File: config.mk
export PLATFORM = sky130hd
export DESIGN_NAME = ttt_board_ctrl
export DESIGN_NICKNAME = d
export VERILOG_FILES = /design/src/rtl/ttt_pkg.sv /design/src/rtl/ttt_line_check.sv /design/src/rtl/ttt_board_ctrl.sv
export SDC_FILE = /design/constraint.sdc
export NUM_CORES = 1
export LEC_CHECK = 0
export ABC_AREA = 1
export CELL_PAD_IN_SITES_DETAIL_PLACEMENT = 1
export CELL_PAD_IN_SITES_GLOBAL_PLACEMENT = 1
export CORE_MARGIN = 2
export CORE_UTILIZATION = 29
export CTS_CLUSTER_DIAMETER = 200
export DETAILED_ROUTE_END_ITERATION = 16
export GPL_ROUTABILITY_DRIVEN = 1
export PLACE_DENSITY = 0.74
export SETUP_SLACK_MARGIN = 0.1
export SLEW_MARGIN = 40
export SYNTH_ARGS = -nofsm -noshare
export SYNTH_HDL_FRONTEND = slang
export SYNTH_SLANG_ARGS = --single-unit
File: constraint.sdc
create_clock -name clk -period 1.5 [get_ports clk]
set_clock_uncertainty 0.05 [all_clocks]
set_input_delay 0.3 -clock clk [delete_from_list [all_inputs] [get_ports clk]]
set_output_delay 0.3 -clock clk [all_outputs]
set_load 0.02 [all_outputs]
File: src/rtl/ttt_pkg.sv
// Shared tic-tac-toe encodings: game states, winner codes, line masks.
// Optional win-line output is enabled by defining TTT_WIN_LINE_EN.
package ttt_pkg;

  localparam logic [1:0] ST_PLAY  = 2'b00;
  localparam logic [1:0] ST_CHECK = 2'b01;
  localparam logic [1:0] ST_DONE  = 2'b10;

  localparam logic [1:0] WIN_NONE = 2'b00;
  localparam logic [1:0] WIN_X    = 2'b01;
  localparam logic [1:0] WIN_O    = 2'b10;
  localparam logic [1:0] WIN_DRAW = 2'b11;

  localparam logic [8:0] LINE_R1 = 9'h007;
  localparam logic [8:0] LINE_R2 = 9'h038;
  localparam logic [8:0] LINE_R3 = 9'h1C0;
  localparam logic [8:0] LINE_C1 = 9'h049;
  localparam logic [8:0] LINE_C2 = 9'h092;
  localparam logic [8:0] LINE_C3 = 9'h124;
  localparam logic [8:0] LINE_DG = 9'h111;
  localparam logic [8:0] LINE_AD = 9'h054;

  localparam logic [8:0] BOARD_FULL = 9'h1FF;

  function automatic logic is_onehot9(input logic [8:0] v);
    return (v != 9'd0) && ((v & (v - 9'd1)) == 9'd0);
  endfunction

endpackage

File: src/rtl/ttt_line_check.sv
// Combinational check of all 8 lines of one 9-bit board.
// Bit order of o_hit matches the win_line mask layout.
module ttt_line_check
  import ttt_pkg::*;
(
  input  logic [8:0] i_board,
  output logic [7:0] o_hit
);

  assign o_hit[0] = (i_board & LINE_R1) == LINE_R1;
  assign o_hit[1] = (i_board & LINE_R2) == LINE_R2;
  assign o_hit[2] = (i_board & LINE_R3) == LINE_R3;
  assign o_hit[3] = (i_board & LINE_C1) == LINE_C1;
  assign o_hit[4] = (i_board & LINE_C2) == LINE_C2;
  assign o_hit[5] = (i_board & LINE_C3) == LINE_C3;
  assign o_hit[6] = (i_board & LINE_DG) == LINE_DG;
  assign o_hit[7] = (i_board & LINE_AD) == LINE_AD;

endmodule

File: src/rtl/ttt_board_ctrl.sv
// Tic-tac-toe board controller: move legality, one-cycle result check.
// Define TTT_WIN_LINE_EN to register and drive the winning-line mask.
module ttt_board_ctrl
  import ttt_pkg::*;
#(
  parameter logic FIRST_PLAYER = 1'b0
) (
  input  logic       clk,
  input  logic       rst_n,
  input  logic       new_game,
  input  logic       move_valid,
  input  logic [8:0] cell_sel,
  output logic       move_accept,
  output logic       move_reject,
  output logic [8:0] board_x,
  output logic [8:0] board_o,
  output logic       turn,
  output logic [1:0] game_state,
  output logic [1:0] winner,
  output logic [7:0] win_line
);

  logic [8:0] r_board_x;
  logic [8:0] r_board_o;
  logic       r_turn;
  logic [1:0] r_state;
  logic [1:0] r_winner;
  logic       r_accept;
  logic       r_reject;

  logic [8:0] w_occupied;
  logic       w_legal;
  logic [8:0] w_mover;
  logic [7:0] w_hits;
  logic       w_win;
  logic       w_full;

  assign w_occupied = r_board_x | r_board_o;
  assign w_legal    = is_onehot9(cell_sel)
                    && ((cell_sel & w_occupied) == 9'd0);
  assign w_mover    = r_turn ? r_board_o : r_board_x;
  assign w_win      = |w_hits;
  assign w_full     = w_occupied == BOARD_FULL;

  ttt_line_check u_line_check (
    .i_board (w_mover),
    .o_hit   (w_hits)
  );

  always_ff @(posedge clk) begin
    if (!rst_n) begin
      r_board_x <= 9'd0;
      r_board_o <= 9'd0;
      r_turn    <= FIRST_PLAYER;
      r_state   <= ST_PLAY;
      r_winner  <= WIN_NONE;
      r_accept  <= 1'b0;
      r_reject  <= 1'b0;
    end else if (new_game) begin
      r_board_x <= 9'd0;
      r_board_o <= 9'd0;
      r_turn    <= FIRST_PLAYER;
      r_state   <= ST_PLAY;
      r_winner  <= WIN_NONE;
      r_accept  <= 1'b0;
      r_reject  <= 1'b0;
    end else begin
      r_accept <= 1'b0;
      r_reject <= 1'b0;
      case (r_state)
        ST_PLAY: begin
          if (move_valid) begin
            if (w_legal) begin
              if (r_turn) r_board_o <= r_board_o | cell_sel;
              else        r_board_x <= r_board_x | cell_sel;
              r_accept <= 1'b1;
              r_state  <= ST_CHECK;
            end else begin
              r_reject <= 1'b1;
            end
          end
        end
        ST_CHECK: begin
          r_reject <= move_valid;
          if (w_win) begin
            r_state  <= ST_DONE;
            r_winner <= r_turn ? WIN_O : WIN_X;
          end else if (w_full) begin
            r_state  <= ST_DONE;
            r_winner <= WIN_DRAW;
          end else begin
            r_turn  <= ~r_turn;
            r_state <= ST_PLAY;
          end
        end
        ST_DONE: begin
          r_reject <= move_valid;
        end
        default: begin
          r_state <= ST_PLAY;
        end
      endcase
    end
  end

`ifdef TTT_WIN_LINE_EN
  logic [7:0] r_win_line;

  always_ff @(posedge clk) begin
    if (!rst_n || new_game) begin
      r_win_line <= 8'd0;
    end else if (r_state == ST_CHECK && w_win) begin
      r_win_line <= w_hits;
    end
  end

  assign win_line = r_win_line;
`else
  assign win_line = 8'd0;
`endif

  assign move_accept = r_accept;
  assign move_reject = r_reject;
  assign board_x     = r_board_x;
  assign board_o     = r_board_o;
  assign turn        = r_turn;
  assign game_state  = r_state;
  assign winner      = r_winner;

endmodule
# Yosys cells after proc, flatten, opt, wreduce, memory -nomap -nowiden
# Cells that the tools add are included.
# classes
add_sub_neg	1
n_eq_ne	13
mux	13
bitwise_logic	12
reduce_logical	16
# op_table
op	count
9-bit bitwise OR	3
3-bit == test (second input constant)	8
9-bit AND	2
9-bit zero test	2
2-bit two-way mux	7
9-bit == test (second input constant)	1
9-bit two-way mux	1
9-bit nonzero test	1
9-bit by 1-bit subtractor with 9-bit output (second input constant)	1
4-bit AND reduction	2
8-bit OR reduction	1
1-bit NOT	7
2-bit one-hot mux with 3 select lines	1
3-bit AND reduction	2
2-bit != test (second input constant)	2
2-bit OR reduction	2
4-bit OR reduction	1
1-bit two-way mux	3
2-bit by 1-bit == test with 1-bit output (second input constant)	1
2-bit == test (second input constant)	1
1-bit logical AND	2
2-bit zero test	1
1-bit one-hot mux with 2 select lines	1
2-bit AND reduction	1
2-bit nonzero test	1
# word_totals
regBits	25
input_bits	13
output_inout_bits	33

# Depth between registers and ports, before layout
# Gate-level depths: netlist of the first run.
# logic_depth
depth_word	8
mapped_depth	12
depth_no_buf	12

# Modules after synthesis
# From an unflattened synthesis of the first run, not the netlist that was laid out.
# unflattened
cells_unflattened	251
area_unflattened_um2	1582.8
# modules_own_cells
mod	n_inst	cells_per_inst	area_per_inst_um2	seq_area_each_um2
ttt_board_ctrl	1	231	1507.7	500.5
ttt_line_check	1	20	75.1	0.0

# Worst setup path before layout of the first run
# No wires, ideal clock.
# synth_path
kind	reg2reg
startpoint	register r_state[0], in the netlist game_state[0]
endpoint	register r_board_o[2], in the netlist board_o[2]
setup_ps	132
arrival_ps	1389
required_ps	1318
slack_ps	-72
path_stages_with_launch	8
n_path_buf	1
synth_period_minus_slack_ps	1572
cell_sequence	dfxtp_1 > inv_1 > ha_1 > nand2_1 > clkinv_1 > buf_2 > nand4_1 > a21oi_1
# synth_between
elab_chain_len	2
# synth_rtl
item	line_no	source
from (decl)	ttt_board_ctrl.sv:26	logic [1:0] r_state;
from (signal assigned)	ttt_board_ctrl.sv:55	r_state <= ST_PLAY;
from (signal assigned)	ttt_board_ctrl.sv:63	r_state <= ST_PLAY;
from (signal assigned)	ttt_board_ctrl.sv:77	r_state <= ST_CHECK;
2-bit zero test	ttt_board_ctrl.sv:70	case (r_state)
4-bit AND reduction (no source line)	n/a	
to (signal assigned)	ttt_board_ctrl.sv:74	if (r_turn) r_board_o <= r_board_o | cell_sel;
to (decl)	ttt_board_ctrl.sv:24	logic [8:0] r_board_o;
# No other way between the ends.
# A chain may end at the register's enable or synchronous reset.

# Worst setup path after layout of the first run
# layout_path
startpoint	register r_turn, in the netlist turn
endpoint	register r_turn, in the netlist turn
# layout_between
elab_chain_len	5
word_cells_on_any_way	13
cone_classes	eq/ne (8); mux (1); bitwise (2); reduce/logical (2)
# layout_rtl
item	line_no	source
from (decl)	ttt_board_ctrl.sv:25	logic r_turn;
from (signal assigned)	ttt_board_ctrl.sv:92	r_turn <= ~r_turn;
9-bit two-way mux	ttt_board_ctrl.sv:41	assign w_mover = r_turn ? r_board_o : r_board_x;
3-bit == test, or another cell as far along	ttt_line_check.sv:10	assign o_hit[0] = (i_board & LINE_R1) == LINE_R1;
8-bit OR reduction	ttt_board_ctrl.sv:42	assign w_win = |w_hits;
1-bit NOT (no source line)	n/a	
3-bit AND reduction (no source line)	n/a	
# Several ways; a longest one is shown, not always the timed one.

==> flow_metrics.env, run 1 <==
export IMPL_status="complete, but fails checks"
export IMPL_violations="negative setup slack"
export IMPL_cts_tree="yes"
export IMPL_route_detailed_drc=0
export IMPL_end_kind="flip-flop"
export IMPL_ys_seq_elements=25
export IMPL_syn_avg_cell_area_sq_um=6.33
export IMPL_worst_setup_path_type="reg -> reg"
export IMPL_die_h_microns=77.9
export IMPL_drive_gt1_frac=0.464
export IMPL_htreeDepth=1
export IMPL_crit_required_ns=1.65
export IMPL_syn_inst=250
export IMPL_path_max_fanout=6
export IMPL_area_delta_synth_final_pct=65.4
export IMPL_grt_ovfl_total=0
export IMPL_routed_via_density=4.90
export IMPL_reg2regPathDepth=10
export IMPL_wl_microns=5870
export IMPL_startpoint_type="flip-flop"
export IMPL_fin_nets=341
export IMPL_tns_ns=-0.905
export IMPL_dpl_hpwl_microns=4230
export IMPL_cts_max_path_buffers=2
export IMPL_hold_path_depth=4
export IMPL_ir_drop_mv=0.289
export IMPL_ys_types=23
export IMPL_drt_first_pass_iters=4
export IMPL_grt_pass1_wl_microns=9270
export IMPL_antenna_cells=0
export IMPL_io_buffer_count=37
export IMPL_whs_ns=0.402
export IMPL_vias=1926
export IMPL_hold_path_class="in -> reg"
export IMPL_initial_core_util=0.306
export IMPL_routedWlPerCell_microns=14.9
export IMPL_die_area_sq_mm=0.00606
export IMPL_grt_max_degree=19
export IMPL_netlist_area_sq_mm=0.00158
export IMPL_clkLatencyLatePin_ns=0.28
export IMPL_rows=26
export IMPL_cap_violations=0
export IMPL_rsz0062_at_grt="true"
export IMPL_path_clk_slew_ns=0.10
export IMPL_cts_buffers_inserted=3
export IMPL_die_w_microns=77.9
export IMPL_cts_sinks=25
export IMPL_post_route_period_util=1.06
export IMPL_p_leak_nw=1.12
export IMPL_ys_seq_area_frac=0.316
export IMPL_hold_viol_final=0
export IMPL_cts_root_buf="clkbuf_8"
export IMPL_place_congestion=0.858
export IMPL_power_density_mw_per_mm2=498
export IMPL_yosysWarnings=0
export IMPL_crit_arrival_ns=1.74
export IMPL_slew_violations=0
export IMPL_nFillCells=660
export IMPL_setup_viol=22
export IMPL_ant_nets=0
export IMPL_pin_count=46
export IMPL_grt_pass1_vias=1990
export IMPL_holdBufCountCts=0
export IMPL_antenna_found_initial=0
export IMPL_max_freq_mhz=627
export IMPL_core_area_sq_mm=0.00517
export IMPL_final_min_clock_period_ns=1.60
export IMPL_drt_iter0_drc=59
export IMPL_gr_usage_all_layers=0.189
export IMPL_utilization=0.506
export IMPL_layout_setup_ws_ns=-0.0950
## cells in the mapped netlist (all sizes together)
master	instances	area, sq um
a21oi	26	130
buf	14	96.3
clkbuf	2	7.51
clkinv	2	7.51
conb	1	3.75
dfxtp	25	500
ha	4	50.1
inv	38	143
nand2	43	164
nand3	15	80.1
nand3b	1	7.51
nand4	20	125
nor2	42	183
nor3	2	10.0
o21ai	15	75.1
## layout make-up
cell class              count  area [sq um]  share of cell area
flip-flops and latches     25           524               0.200
multi-input cells         176          1130               0.430
clock buffers               3          41.3              0.0158
clock inverters             1          7.51             0.00287
inverters                  40           153              0.0583
well taps                  70          87.6              0.0335
repair buffers             78           678               0.259
## worst paths after layout
check | start | to | slack (ns)
min reg2reg | winner[1] | winner[1] | 0.44
max | turn | turn | -0.1
min | cell_sel[1] | board_o[1] | 0.40
max reg2reg | turn | turn | -0.1
## state kept, by name, summed over array words and instances (netlist names)
register,count
winner,2
move_reject,1
move_accept,1
turn,1
board_x,9
board_o,9
game_state,2
## kinds of logic after synthesis
kind of cell / after synthesis / synth area share
simple gates: 123 / 0.360
buf+inv: 56 / 0.160
compound gates: 41 / 0.130
flops: 25 / 0.316
fa+ha+maj: 4 / 0.0316
other cells: 1 / 0.00237
## worst max-delay path, stage by stage (launching register included)
cell     delay [ns]
dfxtp_4        0.38
buf_6          0.14
nand2_2        0.06
o21ai_2        0.08
nand3_1        0.12
nand2_2        0.08
nor2_4         0.15
nand3_4        0.11
nor2_4         0.11
nand2_1        0.05
a21oi_1        0.17
## cells in the final DEF, fill, tap and decap left out, types with 2 or more instances in the layout
| cell | synthesis | routed |
|---|---|---|
| o21ai_2 | 0 | 7 |
| nor2_1 | 38 | 23 |
| inv_1 | 37 | 34 |
| clkbuf_2 | 0 | 3 |
| a21oi_1 | 26 | 16 |
| buf_2 | 5 | 7 |
| o21ai_1 | 6 | 3 |
| nand2_1 | 42 | 26 |
| buf_4 | 8 | 35 |
| dfxtp_2 | 0 | 16 |
| o21ai_0 | 9 | 3 |
| nand4_1 | 20 | 20 |
| dlygate4sd2_1 | 0 | 11 |
| clkinv_1 | 2 | 2 |
| inv_2 | 1 | 3 |
| a21oi_2 | 0 | 10 |
| clkbuf_8 | 0 | 3 |
| clkdlybuf4s15_1 | 0 | 3 |
| buf_6 | 1 | 2 |
| buf_12 | 0 | 3 |
| clkdlybuf4s15_2 | 0 | 9 |
| conb_1 | 1 | 8 |
| nand3_2 | 1 | 7 |
| clkdlybuf4s50_1 | 0 | 4 |
| nor2_2 | 1 | 7 |
| nor3_2 | 0 | 2 |
| o21ai_4 | 0 | 2 |
| nand2_2 | 1 | 15 |
| dfxtp_1 | 25 | 8 |
| ha_1 | 4 | 4 |
| nand2_4 | 0 | 2 |
| nor2_4 | 3 | 12 |
| nand3_1 | 14 | 7 |
## layer usage
metal | vias to the layer above | part of all wire | track usage | wire, microns
li1 | 939 | - | - | -
met1 | 930 | 0.43 | 0.238 | 2530
met2 | 45 | 0.51 | 0.337 | 3010
met3 | 12 | 0.040 | 0.0233 | 235
met4 | 0 | 0.016 | 0.0518 | 94
met5 | - | 0 | 0 | 0
## power by group
| part | total (mW) | internal [mW] | switching [mW] |
|---|---|---|---|
| sequential | 0.663 | 0.663 | 0.000792 |
| combinational | 0.192 | 0.0750 | 0.117 |
| clock | 0.448 | 0.189 | 0.259 |
| total | 1.30 | 0.927 | 0.376 |
## per-stage QoR
stage                     instance area [sq um]  total power, mW  setup WS [ns]  instances
after CTS                                  2510             1.31        -0.0658        393
after detailed placement                   2290            0.868         -0.686        383
after floorplan                            1660            0.781         0.0123        257
after global placement                     2290            0.865         -0.627        383
after global routing                       2620             1.35         -0.206        393
final                                      2620             1.30        -0.0950        393
## timing repair
action	4_1_cts	5_1_grt
pin swaps	20	11
gates cloned	0	0
endpoints found under the setup margin	50	34
gates resized for setup	111	49
setup buffers	6	0
(Power assumes the default switching activity.)
==> inputs of run 2 (changes only) <==
--- a/config.mk
+++ b/config.mk
@@ -14,6 +14,7 @@
 export DETAILED_ROUTE_END_ITERATION = 16
 export GPL_ROUTABILITY_DRIVEN = 1
 export PLACE_DENSITY = 0.74
+export REMOVE_ABC_BUFFERS = 1
 export SETUP_SLACK_MARGIN = 0.1
 export SLEW_MARGIN = 40
 export SYNTH_ARGS = -nofsm -noshare
==> run 2 against run 1 <==
Compared with the run above:
- the flow still finishes with violations (negative setup slack)
- register-to-register slack got worse by 0.11 ns
- combinational power up 8%
- worst setup slack got worse by 0.11 ns
- sequential share of layout area is 1.5 points lower
- critical path depth stayed put
- flip-flop and latch count unchanged
- clock power is 0.9% lower
- cell count is 2.5% higher
- non-clock buffer count up 10
- wire length is 20% higher
==> flow_metrics.env, run 2 (synthesis results as in run 1) <==
export IMPL_drive_gt1_frac=0.471
export IMPL_layout_commonest_cell="buf_4"
export IMPL_min_to="winner[1]"
export IMPL_utilization=0.543
export IMPL_worst_setup_path_type="reg -> reg"
export IMPL_wl_microns=7070
export IMPL_initial_core_util=0.306
export IMPL_grt_pass1_wl_microns=9980
export IMPL_grt_max_degree=20
export IMPL_crit_arrival_ns=1.87
export IMPL_routed_via_density=5.08
export IMPL_max_freq_mhz=586
export IMPL_rows=26
export IMPL_r2r_setup_slack_ns=-0.21
export IMPL_violations="negative setup slack"
export IMPL_gr_usage_all_layers=0.207
export IMPL_antenna_found_initial=0
export IMPL_ant_nets=0
export IMPL_antenna_cells=0
export IMPL_pin_count=46
export IMPL_power_density_mw_per_mm2=467
export IMPL_hold_viol_final=0
export IMPL_setup_viol=24
export IMPL_crit_required_ns=1.66
export IMPL_routedWlPerCell_microns=17.5
export IMPL_path_clk_slew_ns=0.10
export IMPL_core_area_sq_mm=0.00517
export IMPL_post_route_period_util=1.14
export IMPL_status="complete, but fails checks"
export IMPL_fin_nets=351
export IMPL_die_h_microns=77.9
export IMPL_area_delta_synth_final_pct=77.5
export IMPL_die_w_microns=77.9
export IMPL_final_cell_mix="37 x buf_4, 34 x inv_1, 27 x nand2_1"
export IMPL_hold_path_class="reg -> reg"
export IMPL_p_leak_nw=1.23
export IMPL_holdBufCountCts=0
export IMPL_cts_buffers_inserted=3
export IMPL_path_max_fanout=7
export IMPL_final_cells=403
export IMPL_hold_path_depth=2
export IMPL_dpl_hpwl_microns=4040
export IMPL_cts_tree="yes"
export IMPL_slew_violations=0
export IMPL_die_area_sq_mm=0.00606
export IMPL_route_detailed_drc=0
export IMPL_regToRegEndpoint="board_o[6]"
export IMPL_io_buffer_count=37
export IMPL_htreeDepth=1
export IMPL_cap_violations=0
export IMPL_holdCritStartpoint="winner[1]"
export IMPL_grt_pass1_vias=2100
export IMPL_cts_sinks=25
export IMPL_clkLatencyLatePin_ns=0.28
export IMPL_cts_max_path_buffers=2
export IMPL_r2r_start="board_x[4]"
export IMPL_rsz0062_at_grt="true"
export IMPL_final_min_clock_period_ns=1.71
export IMPL_reg2regPathDepth=10
export IMPL_ir_drop_mv=0.266
export IMPL_dp_cells=384
export IMPL_end_kind="flip-flop"
export IMPL_drt_first_pass_iters=4
export IMPL_grt_ovfl_total=0
export IMPL_cts_root_buf="clkbuf_8"
export IMPL_place_congestion=0.779
export IMPL_whs_ns=0.435
export IMPL_vias=2049
export IMPL_layout_setup_ws_ns=-0.206
export IMPL_drt_iter0_drc=107
export IMPL_startpoint_type="flip-flop"
-- run 2: changes by cell type in the layout (fill, tap and decap cells not counted), sizes merged --
| cell | before | now |
|---|---|---|
| clkdlybuf4s15 | 12 | 9 |
| buf | 48 | 55 |
| clkinvlp | 1 | 0 |
| clkbuf | 6 | 13 |
-- run 2: worst max-delay path, stage by stage, from the launching register on --
cell and delay, ns:
dfxtp_2 0.35, nor2_4 0.12, nor2_2 0.05, nor2_2 0.18, nand2_2 0.09, nor2_4 0.09, nand3_2 0.09, nor2_4 0.19
buf_12 0.14, nand4_1 0.12, a21oi_2 0.18
-- run 2: repair_timing --
item	in CTS	in global routing
cloned	2	2
setup buffers	6	6
endpoints found under the setup margin	50	40
endpoints found under the hold margin	0	0
pin swaps	17	25
gates resized for setup	120	74
-- run 2: final cells by class --
type / instances / area, sq um
flip-flops and latches: 25 / 520
fillers: 649 / 2360
clock buffers: 4 / 45.0
well taps: 70 / 87.6
multi-input cells: 176 / 1160
inverters: 40 / 150
repair buffers: 88 / 847
-- run 2: layer usage --
metal | vias to the layer above | wire length [microns] | GRT usage
met2 | 73 | 3710 | 0.391
met5 | - | 0 | 0
met3 | 21 | 360 | 0.0360
li1 | 962 | - | -
met4 | 0 | 192 | 0.0589
met1 | 993 | 2810 | 0.235
-- run 2: worst max-delay path by stage --
stage	startpoint	endpoint	depth (start not counted)
floorplan	turn	turn	9
global placement	cell_sel[3]	game_state[1]	13
detailed placement	cell_sel[4]	board_x[0]	12
CTS	turn	winner[1]	12
global route	board_x[2]	board_o[0]	10
finish	board_x[4]	board_o[6]	10
-- run 2: where the power goes --
part | internal (mW) | total [mW] | switching [mW]
Clock | 0.191 | 0.444 | 0.253
Combinational | 0.0811 | 0.208 | 0.127
Sequential | 0.659 | 0.660 | 0.000909
-- run 2: per-stage QoR --
| stage | instance area, sq um | power (mW) | setup WS [ns] | TNS [ns] |
|---|---|---|---|---|
| final | 2810 | 1.31 | -0.206 | -3.21 |
| after CTS | 2560 | 1.30 | -0.138 | -1.92 |
| after detailed placement | 2280 | 0.870 | -0.650 | -13.99 |
| after global routing | 2810 | 1.35 | -0.320 | -5.86 |
| after floorplan | 1510 | 0.763 | -0.467 | -3.66 |
| after global placement | 2280 | 0.868 | -0.587 | -12.76 |
